===== src/rtl/btn_pkg.sv =====
// Shared state encoding and timing constants for btn_event_dec.
// Defining SIM selects the short simulation timings as the module defaults.
package btn_pkg;

   typedef enum logic [2:0] {
      IDLE   = 3'd0,
      PRESS1 = 3'd1,
      WAIT2  = 3'd2,
      PRESS2 = 3'd3,
      HOLD   = 3'd4
   } state_e;

   localparam int unsigned CNT_W_DEF = 26;

   // Real hardware at 50 MHz: 1 s long press, 250 ms double-click window.
   localparam logic [25:0] T_LONG_HW = 26'd50_000_000;
   localparam logic [25:0] T_DBL_HW  = 26'd12_500_000;
   localparam logic [25:0] T_RPT_HW  = 26'd10_000_000;

   localparam logic [25:0] T_LONG_SIM = 26'd16;
   localparam logic [25:0] T_DBL_SIM  = 26'd8;
   localparam logic [25:0] T_RPT_SIM  = 26'd4;

`ifdef SIM
   localparam logic [25:0] T_LONG_DEF = T_LONG_SIM;
   localparam logic [25:0] T_DBL_DEF  = T_DBL_SIM;
   localparam logic [25:0] T_RPT_DEF  = T_RPT_SIM;
`else
   localparam logic [25:0] T_LONG_DEF = T_LONG_HW;
   localparam logic [25:0] T_DBL_DEF  = T_DBL_HW;
   localparam logic [25:0] T_RPT_DEF  = T_RPT_HW;
`endif

endpackage


===== src/rtl/btn_event_dec_edge_det.sv =====
// edge_det: registers a synchronous level and flags its rising and falling edges.
// INIT sets the assumed previous level out of reset.
module edge_det #(
   parameter logic INIT = 1'b1
) (
   input  logic clk,
   input  logic n_rst,
   input  logic din,
   output logic rise,
   output logic fall
);

   logic din_d_q;

   // NOTE: registers take non-blocking assignments so every flop samples the pre-edge values.
   always_ff @(posedge clk or negedge n_rst) begin
      if (!n_rst) din_d_q <= INIT;
      else        din_d_q <= din;
   end

   assign rise = din & ~din_d_q;
   assign fall = ~din & din_d_q;

endmodule


===== src/rtl/btn_event_dec.sv =====
// btn_event_dec: turns a debounced button level into short/long/double-click pulses.
// Define BTN_REPEAT_EN to make long_p auto-repeat every T_RPT cycles while held.
module btn_event_dec
   import btn_pkg::*;
#(
   parameter int unsigned      CNT_W  = CNT_W_DEF,
   parameter logic [CNT_W-1:0] T_LONG = CNT_W'(T_LONG_DEF),
   parameter logic [CNT_W-1:0] T_DBL  = CNT_W'(T_DBL_DEF)
`ifdef BTN_REPEAT_EN
   ,parameter logic [CNT_W-1:0] T_RPT = CNT_W'(T_RPT_DEF)
`endif
) (
   input  logic clk,
   input  logic n_rst,
   input  logic din,
   output logic pressed,
   output logic short_p,
   output logic long_p,
   output logic dbl_p
);

   localparam logic [CNT_W-1:0] LONG_TC = T_LONG - CNT_W'(1);
   localparam logic [CNT_W-1:0] DBL_TC  = T_DBL - CNT_W'(1);

   state_e           state_q, state_d;
   logic [CNT_W-1:0] cnt_q, cnt_d;
   logic             pressed_q, pressed_d;
   logic             short_p_q, short_p_d;
   logic             long_p_q, long_p_d;
   logic             dbl_p_q, dbl_p_d;
   logic             rise, fall;

   // Previous level resets to 1 so a button held through reset yields no rise.
   edge_det #(.INIT(1'b1)) u_edge (
      .clk   (clk),
      .n_rst (n_rst),
      .din   (din),
      .rise  (rise),
      .fall  (fall)
   );

`ifdef BTN_REPEAT_EN
   localparam logic [CNT_W-1:0] RPT_TC = T_RPT - CNT_W'(1);
   logic [CNT_W-1:0] rpt_cnt_q, rpt_cnt_d;
`endif

   always_comb begin
      // NOTE: every combinational output gets a default first, so no path can infer a latch.
      state_d   = state_q;
      cnt_d     = cnt_q;
      pressed_d = din;
      short_p_d = 1'b0;
      long_p_d  = 1'b0;
      dbl_p_d   = 1'b0;

      case (state_q)
         IDLE: begin
            if (rise) state_d = PRESS1;
         end
         PRESS1: begin
            if (fall) begin
               state_d = WAIT2;
            end else if (din && cnt_q == LONG_TC) begin
               long_p_d = 1'b1;
               state_d  = HOLD;
            end
         end
         WAIT2: begin
            if (rise) begin
               dbl_p_d = 1'b1;
               state_d = PRESS2;
            end else if (!din && cnt_q == DBL_TC) begin
               short_p_d = 1'b1;
               state_d   = IDLE;
            end
         end
         PRESS2: begin
            if (fall) state_d = IDLE;
         end
         HOLD: begin
            if (fall) state_d = IDLE;
`ifdef BTN_REPEAT_EN
            else if (din && rpt_cnt_q == RPT_TC) long_p_d = 1'b1;
`endif
         end
         default: state_d = IDLE;
      endcase

      // Each terminal compare leaves the state, so the counter never wraps.
      if (state_d != state_q)
         cnt_d = '0;
      else if (state_q == PRESS1 || state_q == WAIT2)
         cnt_d = cnt_q + CNT_W'(1);
   end

`ifdef BTN_REPEAT_EN
   // Held at zero outside HOLD, so it starts from zero on entry.
   always_comb begin
      if (state_q != HOLD || long_p_d) rpt_cnt_d = '0;
      else                             rpt_cnt_d = rpt_cnt_q + CNT_W'(1);
   end

   always_ff @(posedge clk or negedge n_rst) begin
      if (!n_rst) rpt_cnt_q <= '0;
      else        rpt_cnt_q <= rpt_cnt_d;
   end
`endif

   always_ff @(posedge clk or negedge n_rst) begin
      if (!n_rst) begin
         state_q   <= IDLE;
         cnt_q     <= '0;
         pressed_q <= 1'b0;
         short_p_q <= 1'b0;
         long_p_q  <= 1'b0;
         dbl_p_q   <= 1'b0;
      end else begin
         state_q   <= state_d;
         cnt_q     <= cnt_d;
         pressed_q <= pressed_d;
         short_p_q <= short_p_d;
         long_p_q  <= long_p_d;
         dbl_p_q   <= dbl_p_d;
      end
   end

   assign pressed = pressed_q;
   assign short_p = short_p_q;
   assign long_p  = long_p_q;
   assign dbl_p   = dbl_p_q;

endmodule


===== config.mk =====
export PLATFORM = sky130hd
export DESIGN_NAME = btn_event_dec
export DESIGN_NICKNAME = d
export VERILOG_FILES = /design/src/rtl/btn_pkg.sv /design/src/rtl/btn_event_dec_edge_det.sv /design/src/rtl/btn_event_dec.sv
export SDC_FILE = /design/constraint.sdc
export NUM_CORES = 1
export LEC_CHECK = 0
export ABC_AREA = 1
export CAP_MARGIN = 40
export CORE_MARGIN = 2
export CORE_UTILIZATION = 45
export DETAILED_ROUTE_END_ITERATION = 10
export HOLD_SLACK_MARGIN = 0.05
export PLACE_DENSITY = 0.6
export REMOVE_ABC_BUFFERS = 1
export SETUP_SLACK_MARGIN = 0.1
export SLEW_MARGIN = 5
export SYNTH_ARGS = -nofsm -noshare
export SYNTH_HDL_FRONTEND = slang
export SYNTH_HIERARCHICAL = 1
export SYNTH_SLANG_ARGS = --single-unit

===== constraint.sdc =====
create_clock -name clk -period 1.7 [get_ports clk]
set_input_delay 0.255 -clock clk [delete_from_list [all_inputs] [get_ports clk]]
set_output_delay 0.255 -clock clk [all_outputs]
set_load 0.005 [all_outputs]

==> flow_metrics.py, run 1 <==
metrics = {
    "synthesis": {
        "ys_seq_area_share_pct": 41.32,
        "synthSimpleGateAreaFrac_pct": 38.53,
        "synth_area_mm2": 0.002062,
        "synth-seq-cells": 34,
        "synth_top_family_by_area": "simple AND/OR/NAND/NOR gates",
        "synth_compound_area_share_pct": 2.731,
        "syn_area_per_cell_um2": 7.260,
        "yosysWarnings": 6,
        "synth_fa_ha_area_share_pct": 0.6068,
        "syn_inst": 284,
        "synth-xor-area-share_pct": 7.221,
        "synth.distinct_cells": 29,
        "synthMuxAreaShare_pct": 0.4854,
    },
    "setup_path": {
        "arrival_ps": 1880,
        "crit_path_max_incr_delay_ps": 460,
        "critPathSlowestCell": "dfrtp_2",
        "rrSetupSlack_ps": 30,
        "crit_family": "simple AND/OR/NAND/NOR gates",
        "path_buf_inv": 3,
        "r2r_start": "state_q[2]",
        "critPathKind": "reg2reg",
        "cp_cell_sequence": "nor3_4 > inv_2 > o21ai_2 > inv_1 > nand3_2 > nand4_4 > clkbuf_16 > nor2_1",
        "cp.required_ps": 1920,
        "end_kind": "register",
        "cp_max_fo": 7,
        "worst_r2r_path_depth": 8,
        "critPathLaunchType": "register",
        "r2r_end": "cnt_q[15]",
    },
    "drt": {
        "vias": 1961,
        "first_iter_violations": 89,
        "drc": 0,
        "firstDrtPassIters": 5,
        "wl_per_cell_um": 13.90,
        "postRouteAntennaNets": 0,
        "avgViaCountPerCell": 5.094,
        "wl_um": 5353,
    },
    "grt": {
        "grt_pass1_vias": 1846,
        "antenna_found_initial": 0,
        "grt.total_usage_pct": 21.79,
        "grt_max_degree": 35,
        "grt.overflow.total": 0,
        "grt_pass1_wl_um": 8473,
    },
    "sta": {
        "fmax_mhz": 600.5,
        "hold_ws_ps": 282.0,
        "fin_setup_tns_ps": 0,
        "period_share_pct": 97.96,
        "rsz0062_at_grt": "true",
        "worst_slew_pin_slew_ps": 483.3,
        "slew-limit-headroom_pct": 67.53,
        "setup_viol_count_final": 0,
        "final_hold_viol_count": 0,
        "drv_slew": 0,
        "period_minus_slack_ps": 1665,
        "clock_skew_ps": 4.494,
    },
    "die": {
        "dieWidth_um": 71.69,
        "dieArea_mm2": 0.005139,
        "core_area_mm2": 0.004384,
        "num_rows": 24,
        "ios": 7,
        "start_util_pct": 47.03,
        "die_h_um": 71.69,
    },
    "clocking": {
        "htreeDepth": 2,
        "cts_tree": "done",
        "clock-sinks": 34,
        "clk_latency_ps": 290,
        "cts.reportedPaths.clkPinSlew_ps": 70,
        "cts_hold_buf": 0,
        "cts_buffers": 5,
        "cts-root-buf": "clkbuf_8",
        "clockBufferDepth": 2,
    },
    "min_path": {
        "hold_depth": 2,
        "min_to": "u_edge/din_d_q",
        "hp-start": "din",
        "hold_path_class": "in2reg",
    },
    "pwr": {
        "leakage_nw": 1.243,
        "irDropWorstVdd_v": 0.0005412,
        "power_density_mw_per_mm2": 903.4,
    },
    "finish": {
        "drive_gt1_share_pct": 29.43,
        "seq_area_um2": 854.6,
        "finalNetCount": 337,
        "syn_to_final_growth_pct": 33.62,
        "fin_cells": 385,
        "fill_cells": 407,
        "multi_input_area_mm2": 0.001166,
        "diodes": 0,
    },
    "placement": {
        "hpwl_um": 3628,
        "finalWeightedCongestion": 0.9450,
        "dp_cells": 369,
        "numPortBuffers": 6,
    },
    "outcome": {
        "outcome": "completed",
    },
    "job": {
        "cap_violations": 0,
    },
}
synthesized netlist by cell type (all sizes together):
| master | count | area (um2) |
|---|---|---|
| nand2 | 68 | 260.3 |
| nor2 | 68 | 267.8 |
| inv | 42 | 157.6 |
| dfrtp | 33 | 825.8 |
| nand3 | 17 | 95.09 |
| xor2 | 13 | 113.9 |
| nand4 | 11 | 83.83 |
| nor3 | 11 | 75.07 |
| o21ai | 5 | 28.77 |
| xnor2 | 4 | 35.03 |
| buf | 3 | 30.03 |
| o21bai | 2 | 15.01 |
| a21oi | 1 | 5.000 |
| and3 | 1 | 6.260 |
| dfstp | 1 | 26.28 |
| ha | 1 | 12.51 |
| mux2i | 1 | 10.01 |
| nor4 | 1 | 6.260 |
| o211ai | 1 | 7.510 |
layout by cell type (no fill, tap or decap), drive strengths merged, types with 2 or more instances in the layout:
master         synthesis  layout
buf                    3      37
clkbuf                 0       9
clkdlybuf4s50          0       5
dfrtp                 33      33
inv                   42      42
nand2                 68      68
nand3                 17      17
nand4                 11      11
nor2                  68      68
nor3                  11      11
o21ai                  5       5
o21bai                 2       2
xnor2                  4       4
xor2                  13      13
how the worst max path moves through the flow:
stage                         from   endpoint  slack [ps]  depth (start not counted)
global route        u_edge/din_d_q  cnt_q[16]         -80                         12
CTS                       cnt_q[0]  cnt_q[16]          40                         11
finish                  state_q[2]  cnt_q[15]          30                          8
detailed placement             din  cnt_q[11]        -210                         10
global placement               din  cnt_q[16]        -190                         10
floorplan               state_q[2]   cnt_q[7]         140                          7
repair_timing:
action | CTS | global route
gates cloned | 1 | 1
pin swaps | 2 | 3
endpoints found under the setup margin | 26 | 28
gates resized for setup | 19 | 30
buffers inserted | 5 | 2
stage by stage:
step | instance area, um2 | setup WS, ps | total power, mW | utilization, %
detailed placement | 2420 | -205.7 | 1.638 | 55.19
floorplan | 2032 | 141.9 | 1.230 | -
global route | 2755 | -84.70 | 2.617 | 62.84
CTS | 2623 | 43.51 | 2.339 | 59.82
global placement | 2420 | -186.6 | 1.635 | 55.19
finish | 2755 | 34.73 | 2.489 | 62.84
routing by layer:
metal  part of all wire (%)  vias up  GRT usage, %  wire length [um]
met5                      0        -             0                 0
met4                    4.2        0         9.853               224
met3                    3.4       19         4.782               184
met2                     48       41         36.11              2593
met1                     44      926         27.17              2350
li1                       -      975             -                 -
sequential cells by signal, indices dropped and copies added (netlist names):
name,flops
state_q,3
short_p,1
u_edge/din_d_q,1
cnt_q,26
pressed,1
long_p,1
dbl_p,1
cell type report:
cell class,count,share of cell area (%)
Inverter,42,5.722
Timing Repair Buffer,45,15.80
Sequential cell,34,31.02
Multi-Input combinational cell,205,42.33
Clock buffer,7,2.770
Tap cell,52,2.361
power breakdown:
group / switching, mW / internal (mW)
logic: 0.520 / 0.501
clock network: 0.291 / 0.282
registers: 0.0430 / 0.852
cells by family after synthesis:
| logic type | Yosys count |
|---|---|
| and+or+nand+nor | 177 |
| buffers and inverters | 45 |
| DFF | 34 |
| xor gates and xnor gates | 17 |
| AOI/OAI and AO/OA | 9 |
| muxes | 1 |
| adders and majority gates | 1 |
Note: power is estimated with default switching activity, not from simulation.
==> run 2: changes to the inputs <==
--- a/config.mk
+++ b/config.mk
@@ -9,6 +9,7 @@
 export CAP_MARGIN = 40
 export CORE_MARGIN = 2
 export CORE_UTILIZATION = 45
+export CTS_CLUSTER_SIZE = 40
 export DETAILED_ROUTE_END_ITERATION = 10
 export HOLD_SLACK_MARGIN = 0.05
 export PLACE_DENSITY = 0.6
==> results of run 2 <==
Same layout as run 1: the final DEF is identical, and so are final timing and power.
==> run 3: changes to the inputs <==
--- a/config.mk
+++ b/config.mk
@@ -6,7 +6,7 @@
 export NUM_CORES = 1
 export LEC_CHECK = 0
 export ABC_AREA = 1
-export CAP_MARGIN = 40
+export CAP_MARGIN = 5
 export CORE_MARGIN = 2
 export CORE_UTILIZATION = 45
 export CTS_CLUSTER_SIZE = 40
==> results of run 3 <==
Same layout as run 1: the final DEF is identical, and so are final timing and power.
